## src/rtl/residual_packer.sv

```systemverilog
// residual_packer
//   Final stage of the block-compression pipeline. Takes one record per
//   32-pixel RGBA block, works out a bit width per channel, emits a header
//   word and then packs the residuals LSB-first onto a 64-bit stream.
//
// Ports
//   clk              clock
//   rst_n            asynchronous active-low reset; drops any block in flight
//   in_valid         input record valid
//   in_ready         high while idle; a record is taken on in_valid&&in_ready
//   in_residuals     pixel i at [32*i +: 32]; r,g,b,a bytes at +0,+8,+16,+24
//   in_header        raw 48-bit header; bits 47..44 are skip_r/g/b/a
//   in_compressable  0: residual field carries raw pixel bytes (all widths 8)
//   out_valid        output word valid
//   out_ready        downstream accepts the word
//   out_data         packed output word
//   out_last         marks the final word of a block
module residual_packer #(
    parameter int NUM_PIX = 32,
    parameter int OUT_W   = 64,
    parameter int GROUP   = 8
) (
    input  logic                   clk,
    input  logic                   rst_n,
    input  logic                   in_valid,
    output logic                   in_ready,
    input  logic [NUM_PIX*32-1:0]  in_residuals,
    input  logic [47:0]            in_header,
    input  logic                   in_compressable,
    output logic                   out_valid,
    input  logic                   out_ready,
    output logic [OUT_W-1:0]       out_data,
    output logic                   out_last
);

    localparam int ACC_W = 2 * OUT_W;

    localparam logic [1:0] S_IDLE  = 2'd0;
    localparam logic [1:0] S_HDR   = 2'd1;
    localparam logic [1:0] S_PACK  = 2'd2;
    localparam logic [1:0] S_FLUSH = 2'd3;

    // Number of significant bits in an 8-bit value (0..8).
    function automatic logic [3:0] bit_len(input logic [7:0] v);
        logic [3:0] n;
        n = 4'd0;
        for (int b = 0; b < 8; b++) begin
            if (v[b]) n = 4'(b + 1);
        end
        return n;
    endfunction

    // First channel at or after 'from' with a nonzero width; 4 means none.
    function automatic logic [2:0] next_chan(input logic [3:0][3:0] w, input int from);
        logic [2:0] r;
        r = 3'd4;
        for (int c = 3; c >= 0; c--) begin
            if (c >= from && w[c] != 4'd0) r = 3'(c);
        end
        return r;
    endfunction

    // Control state (reset)
    logic [1:0]              r_state;
    logic [7:0]              r_fill;
    logic [1:0]              r_ch;
    logic [1:0]              r_sub;

    // Record and accumulator contents (not reset; outputs are masked by state)
    logic [NUM_PIX*32-1:0]   r_res;
    logic [OUT_W-1:0]        r_hdr_word;
    logic [3:0][3:0]         r_w;
    logic [ACC_W-1:0]        r_acc;

    // Width computation on the incoming record
    logic [3:0][7:0]         w_or;
    logic [3:0][3:0]         w_cap_w;
    logic [3:0]              w_skip;
    logic [OUT_W-1:0]        w_cap_hdr;

    always_comb begin
        w_or = '0;
        for (int i = 0; i < NUM_PIX; i++) begin
            for (int c = 0; c < 4; c++) begin
                w_or[c] = w_or[c] | in_residuals[32*i + 8*c +: 8];
            end
        end
        // Skip flags only have meaning for compressable blocks.
        w_skip = in_compressable ? in_header[47:44] : 4'b0000;
        for (int c = 0; c < 4; c++) begin
            if (!in_compressable) begin
                w_cap_w[c] = 4'd8;
            end else if (w_skip[3-c]) begin
                w_cap_w[c] = 4'd0;
            end else begin
                w_cap_w[c] = bit_len(w_or[c]);
            end
        end
        w_cap_hdr = {w_skip, in_header[43:0],
                     w_cap_w[0], w_cap_w[1], w_cap_w[2], w_cap_w[3]};
    end

    // Packing datapath
    logic [5:0]              w_sum;
    logic [2:0]              w_first;
    logic [3:0]              w_cur_w;
    logic [8:0]              w_mask9;
    logic [7:0]              w_mask;
    logic [OUT_W-1:0]        w_grp;
    logic                    w_pop;
    logic [7:0]              w_fill_ap;
    logic [ACC_W-1:0]        w_acc_ap;
    logic                    w_append;
    logic [7:0]              w_fill_new;
    logic [2:0]              w_nxt_ch;
    logic                    w_last_grp;
    logic [ACC_W-1:0]        w_acc_nxt;

    always_comb begin
        w_sum   = {2'b00, r_w[0]} + {2'b00, r_w[1]} + {2'b00, r_w[2]} + {2'b00, r_w[3]};
        w_first = next_chan(r_w, 0);
        w_cur_w = r_w[r_ch];
        w_mask9 = (9'd1 << w_cur_w) - 9'd1;
        w_mask  = w_mask9[7:0];

        // One group: 8 residuals of the current channel, each w bits wide.
        w_grp = '0;
        for (int j = 0; j < GROUP; j++) begin
            w_grp = w_grp | (OUT_W'(r_res[32*(GROUP*int'(r_sub) + j) + 8*int'(r_ch) +: 8] & w_mask)
                             << (j * int'(w_cur_w)));
        end

        // The header word never touches the accumulator.
        w_pop     = out_valid && out_ready && (r_state != S_HDR);
        w_fill_ap = w_pop ? r_fill - 8'd64 : r_fill;
        w_acc_ap  = w_pop ? (r_acc >> OUT_W) : r_acc;

        // Append only once the post-pop fill leaves room for a full group.
        w_append   = (r_state == S_PACK) && (w_fill_ap < 8'd64);
        w_fill_new = w_fill_ap + {1'b0, w_cur_w, 3'b000};
        w_nxt_ch   = (r_sub == 2'd3) ? next_chan(r_w, int'(r_ch) + 1) : {1'b0, r_ch};
        w_last_grp = (r_sub == 2'd3) && w_nxt_ch[2];

        case (r_state)
            S_IDLE:  w_acc_nxt = '0;
            S_HDR:   w_acc_nxt = r_acc;
            S_PACK:  w_acc_nxt = w_append ? (w_acc_ap | (ACC_W'(w_grp) << w_fill_ap)) : w_acc_ap;
            default: w_acc_nxt = w_acc_ap;
        endcase
    end

    always_ff @(posedge clk) begin
        r_acc <= w_acc_nxt;
        if (r_state == S_IDLE && in_valid) begin
            r_res      <= in_residuals;
            r_hdr_word <= w_cap_hdr;
            r_w        <= w_cap_w;
        end
    end

    always_ff @(posedge clk or negedge rst_n) begin
        if (!rst_n) begin
            r_state <= S_IDLE;
            r_fill  <= 8'd0;
            r_ch    <= 2'd0;
            r_sub   <= 2'd0;
        end else begin
            case (r_state)
                S_IDLE: begin
                    if (in_valid) begin
                        r_state <= S_HDR;
                        r_fill  <= 8'd0;
                    end
                end
                S_HDR: begin
                    if (out_ready) begin
                        if (w_sum == 6'd0) begin
                            r_state <= S_IDLE;
                        end else begin
                            r_state <= S_PACK;
                            r_ch    <= w_first[1:0];
                            r_sub   <= 2'd0;
                        end
                    end
                end
                S_PACK: begin
                    r_fill <= w_append ? w_fill_new : w_fill_ap;
                    if (w_append) begin
                        r_sub <= r_sub + 2'd1;
                        r_ch  <= w_nxt_ch[1:0];
                        if (w_last_grp) r_state <= S_FLUSH;
                    end
                end
                default: begin
                    // Remaining bits may still span two words (fill up to 127).
                    if (out_ready) begin
                        if (r_fill <= 8'd64) begin
                            r_state <= S_IDLE;
                            r_fill  <= 8'd0;
                        end else begin
                            r_fill <= r_fill - 8'd64;
                        end
                    end
                end
            endcase
        end
    end

    always_comb begin
        in_ready = (r_state == S_IDLE);
        case (r_state)
            S_HDR: begin
                out_valid = 1'b1;
                out_last  = (w_sum == 6'd0);
                out_data  = r_hdr_word;
            end
            S_PACK: begin
                out_valid = (r_fill >= 8'd64);
                out_last  = 1'b0;
                out_data  = r_acc[OUT_W-1:0];
            end
            S_FLUSH: begin
                out_valid = 1'b1;
                out_last  = (r_fill <= 8'd64);
                out_data  = r_acc[OUT_W-1:0];
            end
            default: begin
                out_valid = 1'b0;
                out_last  = 1'b0;
                out_data  = '0;
            end
        endcase
    end

endmodule

```

## config.mk

```make
export PLATFORM = sky130hd
export DESIGN_NAME = residual_packer
export DESIGN_NICKNAME = d
export VERILOG_FILES = /design/src/rtl/residual_packer.sv
export SDC_FILE = /design/constraint.sdc
export NUM_CORES = 2
export LEC_CHECK = 0
export ABC_AREA = 1
export ABC_CLOCK_PERIOD_IN_PS = 53400
export CORE_AREA = 2 2 450 452
export DETAILED_ROUTE_END_ITERATION = 6
export DIE_AREA = 0 0 452 454
export GPL_ROUTABILITY_DRIVEN = 0
export HOLD_SLACK_MARGIN = 0.15
export PLACE_DENSITY = 0.51
export SLEW_MARGIN = 20
export SYNTH_ARGS = -nofsm -noshare
export SYNTH_HDL_FRONTEND = slang
export SYNTH_SLANG_ARGS = --single-unit
```

## constraint.sdc

```tcl
create_clock -name clk -period 53.4 [get_ports clk]
set_clock_uncertainty 0.15 [all_clocks]
set_input_delay 8.01 -clock clk [delete_from_list [all_inputs] [get_ports clk]]
set_output_delay 8.01 -clock clk [all_outputs]
set_load 0.03 [all_outputs]
```

-- Word-level counts from Yosys, hierarchy flattened
Cells that the tools add are included.
W data, S select, Z words.
- output and inout port bits: 67
- word-level logic and storage cells: 319
- bits in registers: 1246
- magnitude comparators: 8
- shift operators: 17
- equality and inequality tests: 11
- add/sub/neg operators: 23
- multipliers: 4
- muxes and demuxes: 80
- bitwise operators: 141
- reductions and logical operators: 24
- operator list (operator ; count):
    $shiftx A1024 B13 Y8 ; 7
    $shiftx A1024 B12 Y8 ; 1
    $or A8 B8 Y8 ; 124
    $or A64 B64 Y64 ; 6
    $pmux W128 S3 ; 1
    $mux W128 ; 2
    $shl A8 B7 Y64 ; 3
    $mux W4 ; 36
    $or A128 B128 Y128 ; 1
    $pmux W64 S2 ; 1
    $shl A64 B8 Y128 ; 1
    $shl A8 B6 Y64 ; 2
    $add A11 B5 Y12 ; 7
    $and A8 B8 Y8 ; 8
    $or A8 B64 Y64 ; 1
    $shl A8 B4 Y64 ; 1
    $shl A8 B5 Y64 ; 1
    $mux W8 ; 5
    $mux W2 ; 19
    $add A5 B3 Y6 const B ; 4
    $pmux W8 S3 ; 1
    $reduce_bool A4 Y1 ; 5
    $mux W3 ; 5
    $mul A3 B4 Y7 const A ; 2
    other kinds (39) ; 64

-- Depth between registers and ports, before layout
- depth after elaboration: 41
- depth in mapped cells: 35
- mapped depth without buffers: 29

-- Least setup slack after synthesis
No wires, ideal clock.
- kind: in2reg
- start point: input port in_valid
- end point: register r_hdr_word[0], enable pin
- arrival time: 52.566 ns
- slack: -1.886 ns
- setup time: 2.570 ns
- data required time: 50.680 ns
- stages: 2
- cell sequence: inv_1 > nor2_1
- word-level cells in the longest chain between the ends: 1
- ends and longest elaborated chain (what ; RTL line ; RTL):
    start, declared ; 25 ; input logic in_valid,
    $logic_and A1 B1 Y1 ; 154 ; if (r_state == S_IDLE && in_valid) begin
    end signal, assigned ; 156 ; r_hdr_word <= w_cap_hdr;
    end, declared ; 71 ; logic [OUT_W-1:0] r_hdr_word;
Every way passes these cells.
A chain may end at the register's enable or synchronous reset.

==> run summary <==
run status: complete, but fails checks
failing checks: DRC
Buffers on Ports: 1,143
pin slew with the least headroom to its limit: 1.133 ns
Slew Limit Headroom: 0.2400
sequential fraction of the synthesis area: 0.5920
Max Transition Viols Final: 0
Die ar.: 205,200 um^2
largest family of logic cells by synthesized area: simple AND/OR/NAND/NOR gates
Seq cells post-synth: 1,227
YS warnings: 0
Final Hold Viols: 0
Synth area leaders: edfxtp_1 59%, nand2_1 10%, nand3_1 7.4%
dpl hpwl: 256.0 mm
Residual DRC: 9
Num Clock Sinks: 1,227
pre-CTS setup slack: 41.50 ns
DP Cell Count: 9,956
Layout area overhead: 29.52%
first-pass GRT wire length: 440.9 mm
# fillers: 19,874
CP Launch Type: flip-flop
simple-gate portion of the synthesized area: 0.2709
Crit Path Max Fanout: 3
Hold Path Class: reg -> reg
Tcrit/Tclk final: 0.2380
setup TNS: 0 ns
core box area: 200,900 um^2
drt via density: 5.645
Post-synth EDFFs: 1,216
total of max-cap violations: 0
Cell variety after synth: 60
Main synth FF type: edfxtp_1
Final setup viols: 0
final global-route overflow total: 0
total global-route track usage: 0.3078
antenna violations before repair: 147
async set-reset flop share out of synthesis: 0.008965
CTS Root Cell: clkbuf_16
vias: 58,021
clk buf depth: 3
min Tclk post-route: 12.71 ns
Final WS setup: 40.69 ns
Synthesized Nets: 7,577
drt wl/cell: 31.88 um
DR iter-0 viols: 8,408
Die Ht: 454 um
Layout Cells excl Fill: 10,278
Pre-antenna DRT Iters: 7
initial core utilization: 0.3094
die width: 452 um
post-CTS sizing: 0
clk_lat worst skew: 0.82 ns
Synth top cells by count: 1,688 x nand2_1, 1,216 x edfxtp_1, 922 x nand3_1
mean post-synth cell area: 9.628 um^2
hold buffers post-CTS: 0
CTS Buf Count: 142
Syn Std Cell Area: 62,150 um^2
layout cells sized above 1: 0.06053
FF+latch area: 36,810 um^2
I/O pins: 1,144
post-route ant nets: 0
post-CTS setup buffer count: 0
largest net degree at the start of global routing: 175
Mapped Cells: 6,455
Nets: 8,550
multi-input combinational cell area: 22,790 um^2
Clk pin slew, worst setup/hold paths: 0.05 ns
top-area cell type share of the netlist area: 0.5875
Total Routed Length: 327.7 mm
Crit. End Element: output pin
Adder-Cell Fraction of Synth Area: 0.01087
count leader, synth: nand2_1
Arrival @ worst endpoint: 4.55 ns
vias in the first global route: 54,666
area leader, netlist: edfxtp_1
Compound-Gate Fraction of Synth Area: 0.08031
CTS tree: done
FMAX: 78.67 MHz
RSZ-0062 raised after global routing: no
CTS HTree Levels: 4
XOR/XNOR Fraction of Synth Area: 0.001369
num rows: 165
Crit path required time: 45.24 ns
post-synthesis mux area share: 0.0001611
Crit Path Class: reg -> out
## final cells by class
type,count,share of cell area
Tap cell,2672,0.04153
Multi-Input combinational cell,4596,0.2831
Sequential cell,1227,0.4573
Clock buffer,180,0.04618
Inverter,225,0.01083
Timing Repair Buffer,1236,0.1513
Antenna cell,72,0.002238
Clock inverter,70,0.007508
## critical path: stages, from the launching register on
cell             delay, ns
edfxtp_1              0.44
fa_1                  0.60
fa_1                  0.44
ha_1                  0.31
or4_1                 0.52
nor4_1                0.28
nand3_1               0.24
o31ai_1               0.14
clkdlybuf4s50_1       0.77
## cell usage in the layout (no fill, tap or decap), types with 70 or more instances in the layout
cell type and count:
nand3_1 922, diode_2 72, o21ai_0 301, o21ai_1 74, o211ai_1 79, edfxtp_1 1216
a21oi_1 194, nand4_1 243, buf_4 90, nor4_1 249, or2_2 70, clkdlybuf4s50_1 1143
nand2_1 1688, nor2_1 405, clkbuf_16 143, inv_1 196
## registers in the layout (all words and copies together) (netlist names)
| register | count |
|---|---|
| r_sub | 2 |
| r_ch | 2 |
| r_res | 1024 |
| r_hdr_word | 64 |
| r_acc | 128 |
| r_fill | 5 |
| r_state | 2 |
## stage by stage
stage                     hold WS [ns]  cell area [um^2]    util
final                           0.4463             80490  0.4007
after detailed placement        0.4342             75980  0.3782
after CTS                       0.4493             80300  0.3998
after global placement          0.4237             75970  0.3782
after global routing            0.4663             80470  0.4006
after floorplan                 0.3644             62150       -
## cells by family after synthesis
family,Yosys count
flops,1227
xor+xnor,8
mux,1
fa+ha+maj,45
simple gates,3704
buf+inv,632
compound gates,838
## path summary, 6_finish.rpt
path	startpoint	endpoint	slack [ns]	depth (start not counted)
setup / recovery	r_hdr_word[5]	out_last	40.69	8
hold / removal	r_acc[126]	r_acc[126]	0.45	2
setup reg to reg	r_ch[0]	r_acc[36]	44.18	24
hold reg to reg	r_acc[126]	r_acc[126]	0.45	2
max in group asynchronous	rst_n	r_ch[0]	45.15	1
min in group asynchronous	rst_n	r_sub[0]	7.46	1
## metal layers
layer	wire, um	vias up	global-route usage	share of wire
met5	212	-	0	0.00065
met4	19220	32	0.1702	0.059
met3	26400	682	0.06190	0.081
met2	155600	3417	0.5026	0.47
met1	126200	28433	0.3814	0.39
li1	-	25457	-	-
Power is left out: the tool's default activity adds up to more than one toggle a clock period on the data nets, which glitch-free logic cannot reach.
